[config.mk]
export PLATFORM = sky130hd
export DESIGN_NAME = wide_dff
export DESIGN_NICKNAME = d
export VERILOG_FILES = /design/src/rtl/wide_dff.sv
export SDC_FILE = /design/constraint.sdc
export NUM_CORES = 1
export LEC_CHECK = 0
export CELL_PAD_IN_SITES_DETAIL_PLACEMENT = 0
export CELL_PAD_IN_SITES_GLOBAL_PLACEMENT = 2
export CORE_MARGIN = 4
export CORE_UTILIZATION = 25
export DETAILED_ROUTE_END_ITERATION = 6
export PLACE_DENSITY_LB_ADDON = 0.1
export RECOVER_POWER = 50
export SYNTH_ARGS = -nofsm -noshare
export SYNTH_HDL_FRONTEND = slang
export SYNTH_SLANG_ARGS = --single-unit
[constraint.sdc]
create_clock -name clk -period 0.95 [get_ports clk]
set_clock_uncertainty 0.15 [all_clocks]
set_input_delay 0.095 -clock clk [delete_from_list [all_inputs] [get_ports clk]]
set_output_delay 0.095 -clock clk [all_outputs]
set_load 0.01 [all_outputs]
[src/rtl/wide_dff.sv]
// wide_dff: WIDTH-bit D register with load enable and asynchronous active-low reset.
// Optional even-parity output q_par is built when WIDE_DFF_PARITY_EN is defined.
module wide_dff #(
    parameter int               WIDTH     = 24,
    parameter logic [WIDTH-1:0] RESET_VAL = '0
) (
    input  logic             clk,
    input  logic             reset,
    input  logic             en,
    input  logic [WIDTH-1:0] d,
    output logic [WIDTH-1:0] q
`ifdef WIDE_DFF_PARITY_EN
    ,
    output logic             q_par
`endif
);
    always_ff @(posedge clk or negedge reset)
        if (!reset) q <= RESET_VAL;
        else if (en) q <= d;
`ifdef WIDE_DFF_PARITY_EN
    // Parity is registered alongside q so it tracks q without a reduction on the output path
    always_ff @(posedge clk or negedge reset)
        if (!reset) q_par <= ^RESET_VAL;
        else if (en) q_par <= ^d;
`endif
endmodule

; ---- Word level (Yosys, flattened, before mapping)
; Cells that the tools add are included.
[totals]
word_cells = 1
register_bits = 24
out_inout_bits = 24
inputBits = 27

; ---- Logic depth before layout (Yosys ltp)
; Gate-level depths: netlist of the first run.
[logic_depth]
word_depth = 0
ltp_mapped = 3
mapped_depth_nobuf = 1

; ---- Worst setup path after synthesis of the first run
; No wires, ideal clock.
[synth_timing]
path_kind = reg2reg
from = register, netlist name q[10]
to = register q[10]
n_path_buf = 0
slack_ps = 21
stages_incl_launch_ff = 2
t_required_ps = 675
synth_period_minus_slack_ps = 929
arrival_ps = 654
setup_time_ps = 125
cell_sequence = dfrtp_1 -> mux2_4
[synth_lines]
columns = item, line_no
row1 = "end signal, assigned", 18  ; if (!reset) q <= RESET_VAL;
row2 = "end signal, assigned", 19  ; else if (en) q <= d;
row3 = "end, declared", 11  ; output logic [WIDTH-1:0] q

; ---- Worst setup path after layout of the first run
[layout_timing]
from = register q[18]
to = output q[18]
; No word-level cell between the ends.

==> results of run 1 <==
## routing by layer
metal / up-vias / global-route usage
met5: - / 0
met4: 0 / 0.0251
met3: 0 / 0.0284
met2: 27 / 0.164
met1: 317 / 0.135
li1: 317 / -
## logic make-up after synthesis
family / Yosys count
mux: 24
buf+inv: 3
flops: 24
## per-stage QoR
step | total power [mW] | setup WS, ns
finish | 2.42 | -0.101
global route | 2.55 | -0.134
CTS | 2.44 | -0.113
detailed placement | 1.90 | -0.520
global placement | 1.89 | -0.502
floorplan | 1.45 | 0.0207
## timing repair
action,CTS,global route
gates resized for setup,102,9
gates cloned,1,0
hold endpoints to repair,0,0
buffers inserted,2,0
setup endpoints to repair,48,40
## cell type report
type                            count  area (um^2)
Timing Repair Buffer               68          603
Fill cell                         358         2090
Sequential cell                    24          601
Tap cell                           48         60.1
Multi-Input combinational cell     24          345
Clock buffer                        3         41.3
## final timing paths
kind                       start     to  cells after the start
max in group asynchronous  reset  q[21]                      2
setup / recovery           q[18]  q[18]                      1
min in group clk           d[16]  q[16]                      2
setup reg to reg            q[3]   q[3]                      2
hold / removal             reset   q[4]                      2
hold reg to reg            q[23]  q[23]                      1
## power groups by stage
| stage | Clock, mW | Sequential, mW | Combinational, mW |
|---|---|---|---|
| detailed placement | 0 | 1.20 | 0.699 |
| finish | 0.591 | 1.18 | 0.644 |
| global route | 0.659 | 1.20 | 0.690 |
| global placement | 0 | 1.20 | 0.694 |
| CTS | 0.627 | 1.18 | 0.636 |
| floorplan | 0 | 1.24 | 0.201 |
## Yosys cell counts (all sizes together)
cell type | number | area (um^2)
dfrtp | 24 | 601
mux2 | 24 | 345
buf | 3 | 51.3
==> qor.txt, run 1 <==
unrepaired setup endpoints after global routing: yes
Final period util: 1.11
Buf+Inv Stages, Crit Path: 1
XOR/XNOR Fraction of Synth Area: 0
sw frac: 0.239
Logic pwr share: 0.266
Yosys cell types: 5
Vias: 661
clk slew on worst S/H paths: 0.08 ns
layout cells sized above 1: 0.588
final setup vio count: 39
flops & latches, synth: 24
commonest non-fill, non-tap cell in the layout: clkdlybuf4s50_1
area delta synth->final: 65.5%
largest net degree at the start of global routing: 25
pwr/cell area: 1470 nW/um^2
post-DP HPWL: 1730 um
R2R setup slack: -0.09 ns
Worst Path Max Fanout: 2
core box area: 3740 um^2
switching power: 577 uW
status: finished, violations left
met2 WL post-DR: 1160 um
vias in the first global route: 762
final wirelength: 2490 um
GRT Overall Usage: 0.102
clock latency on the worst-skew pair: 0.26 ns
Net Count, Synth: 78
global route total overflow: 0
Tmin final: 1.05 ns
CTS root buf: clkbuf_8
Initial DRC Count: 16
max FFs per register: 24
CP delay by family, top: flip-flops
TritonCTS clock tree: built
non-filler cells, final: 167
Regs by FF count: q: 24 flops
syn avg cell area: 19.6 um^2
n_diodes: 0
drt wl/cell: 14.9 um
Num CTS Buffers: 3
WHS: 0.136 ns
initial antenna violation count: 0
# port buffers: 50
Placed Instances: 162
CP required: 0.70 ns
P_int: 1.84 mW
failing checks: negative setup slack
Row Count: 22
Flop pwr share: 0.490
Die X: 71.2 um
First-pass DRT Iterations: 2
Slew headroom: 0.635
Clock Path Buffers: 2
cell area after placement: 1650 um^2
RePlAce Congestion: 0.650
Final Hold Fails: 0
Clock Power Share: 0.244
fin util: 0.441
Top Metal Used: met3
clock sink count: 24
Synth Area in Adders: 0
warnings from Yosys: 0
Crit Path Class: register to output port
# IOs: 51
hold buffers post-CTS: 0
Slowest cell on crit path: dfrtp_1
crit path cell chain: buf_6
first-pass GRT wire length: 4040 um
Worst VDD drop: 0.573 mV
Synth Area in Compound Gates: 0
final instance area: 1650 um^2
Starting Density: 0.266
vias per inst: 3.96
Biggest register: q
WL met3: 186 um
Post-Synth Simple-Gate Area: 0
Worst Hold Class: primary input to asynchronous set/reset pin
final worst slack: -0.101 ns
Peak Freq: 951 MHz
die area: 5060 um^2
Syn Inst Count: 51
sequential share of the synthesized area: 0.602
CP Capture Type: output port
DRC Markers: 0
Setup TNS Final: -3.13 ns
largest family of logic cells by synthesized area: multiplexers
crit-path max cell delay: 0.41 ns
crit path DAT: 0.81 ns
nets: 148
most frequent cells in the layout: clkdlybuf4s50_1, dfrtp_1, mux2_4, buf_2, buf_6
Final Max Slew Viols: 0
Max Cap Viol: 0
Tightest Pin Transition: 0.548 ns
post-synthesis mux area share: 0.346
WL met1: 1150 um
post-synthesis cell area: 997 um^2
Die Y: 71.2 um
CTS H-tree depth: 1
ANT nets after route: 0
Worst Setup Start Kind: register
Lkg Pwr: 0.797 nW
Power figures use the tool's default switching activity.
==> inputs of run 2 (changes only) <==
MAX_ROUTING_LAYER = met4   (was unset)
==> run 2 against run 1 <==
  * The flow still finishes with violations (negative setup slack)
  * Clock power about the same
  * First-iteration DRC count unchanged
  * Cell count unchanged
  * Sequential power about the same
  * Register-to-register slack about the same
  * Critical path depth unchanged
  * Via count increased by 0.15%
  * Sequential share of layout area increased by 0.083 points
  * Worst setup slack about the same
  * Routed wire length unchanged
  * Die area unchanged
  * Critical endpoint unchanged
==> qor.txt, run 2 (synthesized netlist as in run 1, its figures left out) <==
clk slew on worst S/H paths: 0.08 ns (about the same)
CP delay by family, top: flip-flops
n_diodes: 0 (unchanged)
Tightest Pin Transition: 0.546 ns (-0.00167 ns)
vias in the first global route: 760 (-0.26%)
non-filler cells, final: 167 (unchanged)
Regs by FF count: q: 24 flops
Worst Path Max Fanout: 2 (unchanged)
die area: 5060 um^2 (unchanged)
met3 usage: 0.0284 (unchanged)
Reg-to-Reg Start: q[3]
clock sink count: 24 (unchanged)
drt wl/cell: 14.9 um (unchanged)
Worst VDD drop: 0.571 mV (-0.48%)
failing checks: negative setup slack
first-pass GRT wire length: 4040 um (+0.17%)
Worst Setup Start Kind: register
busiest metal layer after global routing: met2
CTS root buf: clkbuf_8
Tmin final: 1.05 ns (-0.0000340 ns)
hold buffers post-CTS: 0 (unchanged)
R2R setup slack: -0.09 ns (about the same)
GRT Overall Usage: 0.105 (+0.00336)
Slowest cell on crit path: dfrtp_1
CP Capture Type: output port
Starting Density: 0.266 (unchanged)
Vias: 662 (+0.15%)
Setup TNS Final: -3.13 ns (-0.00117 ns)
Crit Path Class: register to output port
CTS H-tree depth: 1 (unchanged)
ANT nets after route: 0 (unchanged)
clock latency on the worst-skew pair: 0.26 ns (about the same)
post-DP HPWL: 1730 um (unchanged)
Clock Path Buffers: 2 (unchanged)
GR Util met1: 0.135 (+0.000880)
Initial DRC Count: 16 (unchanged)
crit path cell chain: buf_6
Row Count: 22 (unchanged)
crit path DAT: 0.81 ns (about the same)
Die X: 71.2 um (unchanged)
# IOs: 51 (unchanged)
Reg2Reg Depth: 2 (unchanged)
First-pass DRT Iterations: 2 (unchanged)
Placed Instances: 162 (unchanged)
nets: 148 (unchanged)
Biggest register: q
vias per inst: 3.96 (+0.15%)
Num CTS Buffers: 3 (unchanged)
initial antenna violation count: 0 (unchanged)
status: finished, violations left
Peak Freq: 951 MHz (about the same)
Final period util: 1.11 (about the same)
Lkg Pwr: 0.795 nW (-0.16%)
Slew headroom: 0.636 (+0.00111)
DRC Markers: 0 (unchanged)
final instance area: 1650 um^2 (-0.23%)
crit-path max cell delay: 0.41 ns (about the same)
max FFs per register: 24 (unchanged)
global route total overflow: 0 (unchanged)
final setup vio count: 39 (unchanged)
met2 Usage GRT: 0.164 (unchanged)
most frequent cells in the layout: clkdlybuf4s50_1, dfrtp_1, mux2_4, buf_2, buf_4
Max Cap Viol: 0 (unchanged)
Die Y: 71.2 um (unchanged)
CP required: 0.70 ns (about the same)
Final Hold Fails: 0 (unchanged)
Final Max Slew Viols: 0 (unchanged)
Buf+Inv Stages, Crit Path: 1 (unchanged)
final wirelength: 2490 um (unchanged)
RePlAce Congestion: 0.656 (+0.89%)
Worst Hold Class: primary input to asynchronous set/reset pin
pre-CTS WS: -0.520 ns (unchanged)
final worst slack: -0.101 ns (+0.0000340 ns)
area delta synth->final: 65.1%
core box area: 3740 um^2 (unchanged)
layout cells sized above 1: 0.588 (unchanged)
cell area after placement: 1650 um^2 (unchanged)
unrepaired setup endpoints after global routing: yes
largest net degree at the start of global routing: 25 (unchanged)
# port buffers: 50 (unchanged)
commonest non-fill, non-tap cell in the layout: clkdlybuf4s50_1
r2r endpoint: q[3]
TritonCTS clock tree: built
pwr/cell area: 1470 nW/um^2 (+0.13%)
==> run 2: cell counts in the layout (fill, tap and decap cells not counted) <==
Identical to the previous run, type by type.
==> run 2: worst max-delay path by stage <==
| stage | start | end | slack, ns | depth (start not counted) |
|---|---|---|---|---|
| after floorplan | q[10] | q[10] | 0.02 | 1 |
| after global placement | en | q[1] | -0.50 | 3 |
| after detailed placement | en | q[1] | -0.52 | 3 |
| after CTS | q[1] | q[1] | -0.11 | 1 |
| after global routing | q[18] | q[18] | -0.14 | 1 |
| final | q[18] | q[18] | -0.10 | 1 |
==> run 2: what timing repair did <==
item                       in CTS  in global routing
setup buffers                   2                  0
setup endpoints to repair      48                 40
resized for setup             102                  8
cloned                          1                  0
==> run 2: layer usage <==
| metal | vias to the layer above | part of all wire |
|---|---|---|
| li1 | 318 | - |
| met1 | 317 | 0.46 |
| met2 | 27 | 0.46 |
| met3 | 0 | 0.075 |
| met4 | 0 | 0 |
| met5 | - | 0 |
==> run 2: final cells by class <==
type,count,area [um^2]
tap,48,60.1
timing repair buffer,68,599
sequential,24,601
fill,360,2100
clock buffer,3,41.3
multi-input combinational,24,345
==> run 2: through the flow <==
| step | util | hold WS [ns] | power [mW] |
|---|---|---|---|
| after CTS | 0.433 | 0.0380 | 2.44 |
| after global routing | 0.440 | 0.203 | 2.55 |
| after global placement | 0.441 | 0.326 | 1.89 |
| after detailed placement | 0.441 | 0.327 | 1.90 |
| final | 0.440 | 0.134 | 2.42 |
| after floorplan | - | -0.351 | 1.45 |
==> run 2: where the power goes <==
part	leakage [nW]	internal, mW	switching, mW
Combinational	0.493	0.434	0.208
Clock	0.0216	0.283	0.309
Sequential	0.281	1.12	0.0606
Total	0.795	1.84	0.577
==> patch: new RTL, flow settings as in run 2 <==
The parameter `WIDTH` goes from 24 to 16.
--- a/src/rtl/wide_dff.sv
+++ b/src/rtl/wide_dff.sv
@@ -1,7 +1,7 @@
 // wide_dff: WIDTH-bit D register with load enable and asynchronous active-low reset.
 // Optional even-parity output q_par is built when WIDE_DFF_PARITY_EN is defined.
 module wide_dff #(
-    parameter int               WIDTH     = 24,
+    parameter int               WIDTH     = 16,
     parameter logic [WIDTH-1:0] RESET_VAL = '0
 ) (
     input  logic             clk,
Interface: changed (resized d and q); port bits go from 51 to 35. The function was not compared with the original's and may differ.
==> patch against run 2 <==
- the flow still finishes with violations (setup timing)
- area after synthesis shrank 35%
- synthesized cell count is 33% lower
- worst setup slack worse by 0.023 ns
- cell area decreased by 34%
- total power shrank 32%
- combinational power shrank 37%
- via count down 32%
- sequential cell count down 8
- register-to-register slack is essentially flat
- first-iteration DRC count shrank 88%
- routed wire length shrank 38%
- highest routed layer unchanged
==> patch: results (changes against run 2) <==
status: "finished, violations left"
violations: "setup timing"
nets: 100  # -32%
largestRegisters: "q (16)"
drt-vias-per-instance: 4.12  # +3.9%
clk_latency_ns: 0.28  # +0.02 ns
grt_pass1_vias: 519  # -32%
yosysUniqueCellTypes: 5  # unchanged
grt_first_pass_wirelength_um: 2500  # -38%
crit_start: "q[8]"
rrSetupSlack_ns: -0.09  # about the same
antenna_found_initial: 0  # unchanged
arrival_ns: 0.83  # +0.02 ns
syn-num-nets: 53  # -32%
cts_root_buf: "clkbuf_4"
netlist_top_cells_count: "dfrtp_1 (16), mux2_4 (10), mux2_2 (6)"
whs_ns: 0.119  # -0.0153 ns
gp_congestion: 0.624  # -4.8%
p_leak_uw: 0.000523  # -34%
drt-pass1-iter-count: 2  # unchanged
cts.htree.levels: 1  # unchanged
use_met2: 0.151  # -0.0129
dp_slack_ns: -0.457  # +0.0627 ns
drive_above_1_share: 0.575  # -0.0132
cpPeakStageDelay_ns: 0.40
r2r_start: "q[12]"
fillCellCount: 239  # -34%
clk_pin_slew_worst_paths_ns: 0.10  # +0.02 ns
reg2reg_to: "q[12]"
dp_hpwl_um: 1060  # -38%
gr-usage-met1: 0.124  # -0.0110
cts_buffer_depth: 2  # unchanged
ys_seq_area_frac: 0.617  # +0.0143
setup_ws_ns: -0.124  # -0.0230 ns
hp-class: "in -> async"
synth_top_area_frac: 0.617  # +0.0143
crit_end: "q[8]"
critical_path.top_delay_family: "flip-flops"
synthTopCellsByArea: "dfrtp_1 (62%), mux2_4 (23%), mux2_2 (10%)"
synth_warnings: 0  # unchanged
numPortBuffers: 34  # -32%
vdd_drop_max_v: 0.000701  # +23%
wl_um: 1540  # -38%
dr.first_iter.drc_count: 2  # -14
setup-violations-final: 23  # -41%
critPathMaxFanout: 2  # unchanged
grt_max_degree: 17  # -32%
intPower_uw: 1250  # -32%
grt.total_usage: 0.104  # -0.00140
relSlewSlack: 0.729  # +0.0936
synth_flop_cell: "dfrtp_1"
cts_made_buffers: 3  # unchanged
use_met3: 0.0417  # +0.0133
synthArstFlopShare: 1.00  # unchanged
[patch: cell count changes in the layout (fill, tap and decap cells not counted), sizes merged]
| cell | delta |
|---|---|
| buf | -18 |
| dfrtp | -8 |
| mux2 | -8 |
| bufbuf | +1 |
| clkbuf | +2 |
| clkdlybuf4s50 | -9 |
| dlygate4sd3 | +1 |
[patch: layer usage]
metal	wire length [um]	vias to the layer above	share of wire
met1	620	224	0.40
met2	768	16	0.50
met4	0	0	0
li1	-	213	-
met5	0	-	0
met3	153	0	0.099
[patch: final cells by class]
type	instances	area [um^2]	share of cell area
Tap cell	30	37.5	0.0346
Sequential cell	16	400	0.369
Multi-Input combinational cell	16	218	0.200
Timing Repair Buffer	44	394	0.363
Clock buffer	4	36.3	0.0334
[patch: logic make-up after synthesis]
kind of cell | share of synthesized area
buffers and inverters | 0.0482
flip-flops | 0.617
multiplexers | 0.335
[patch: power by group through the flow]
stage / clock, uW / combinational [uW] / sequential [uW]
2_1_floorplan: 0 / 122 / 829
3_3_place_gp: 0 / 439 / 797
3_5_place_dp: 0 / 439 / 799
4_1_cts: 471 / 414 / 785
5_1_grt: 523 / 428 / 796
6_report: 450 / 402 / 785
[patch: through the flow]
stage / instances / util / cell area (um^2) / TNS [ns]
5_1_grt: 110 / 0.438 / 1090 / -3.41
3_3_place_gp: 104 / 0.436 / 1080 / -9.34
3_5_place_dp: 104 / 0.436 / 1080 / -9.54
2_1_floorplan: 34 / - / 649 / 0
4_1_cts: 110 / 0.442 / 1090 / -2.45
6_report: 110 / 0.438 / 1090 / -2.19
[patch: repair_timing]
action	4_1_cts	5_1_grt
setup endpoints to repair	32	23
setup buffers	6	0
endpoints found under the hold margin	16	16
gates cloned	1	0
gates resized for setup	70	1
pin swaps	0	0
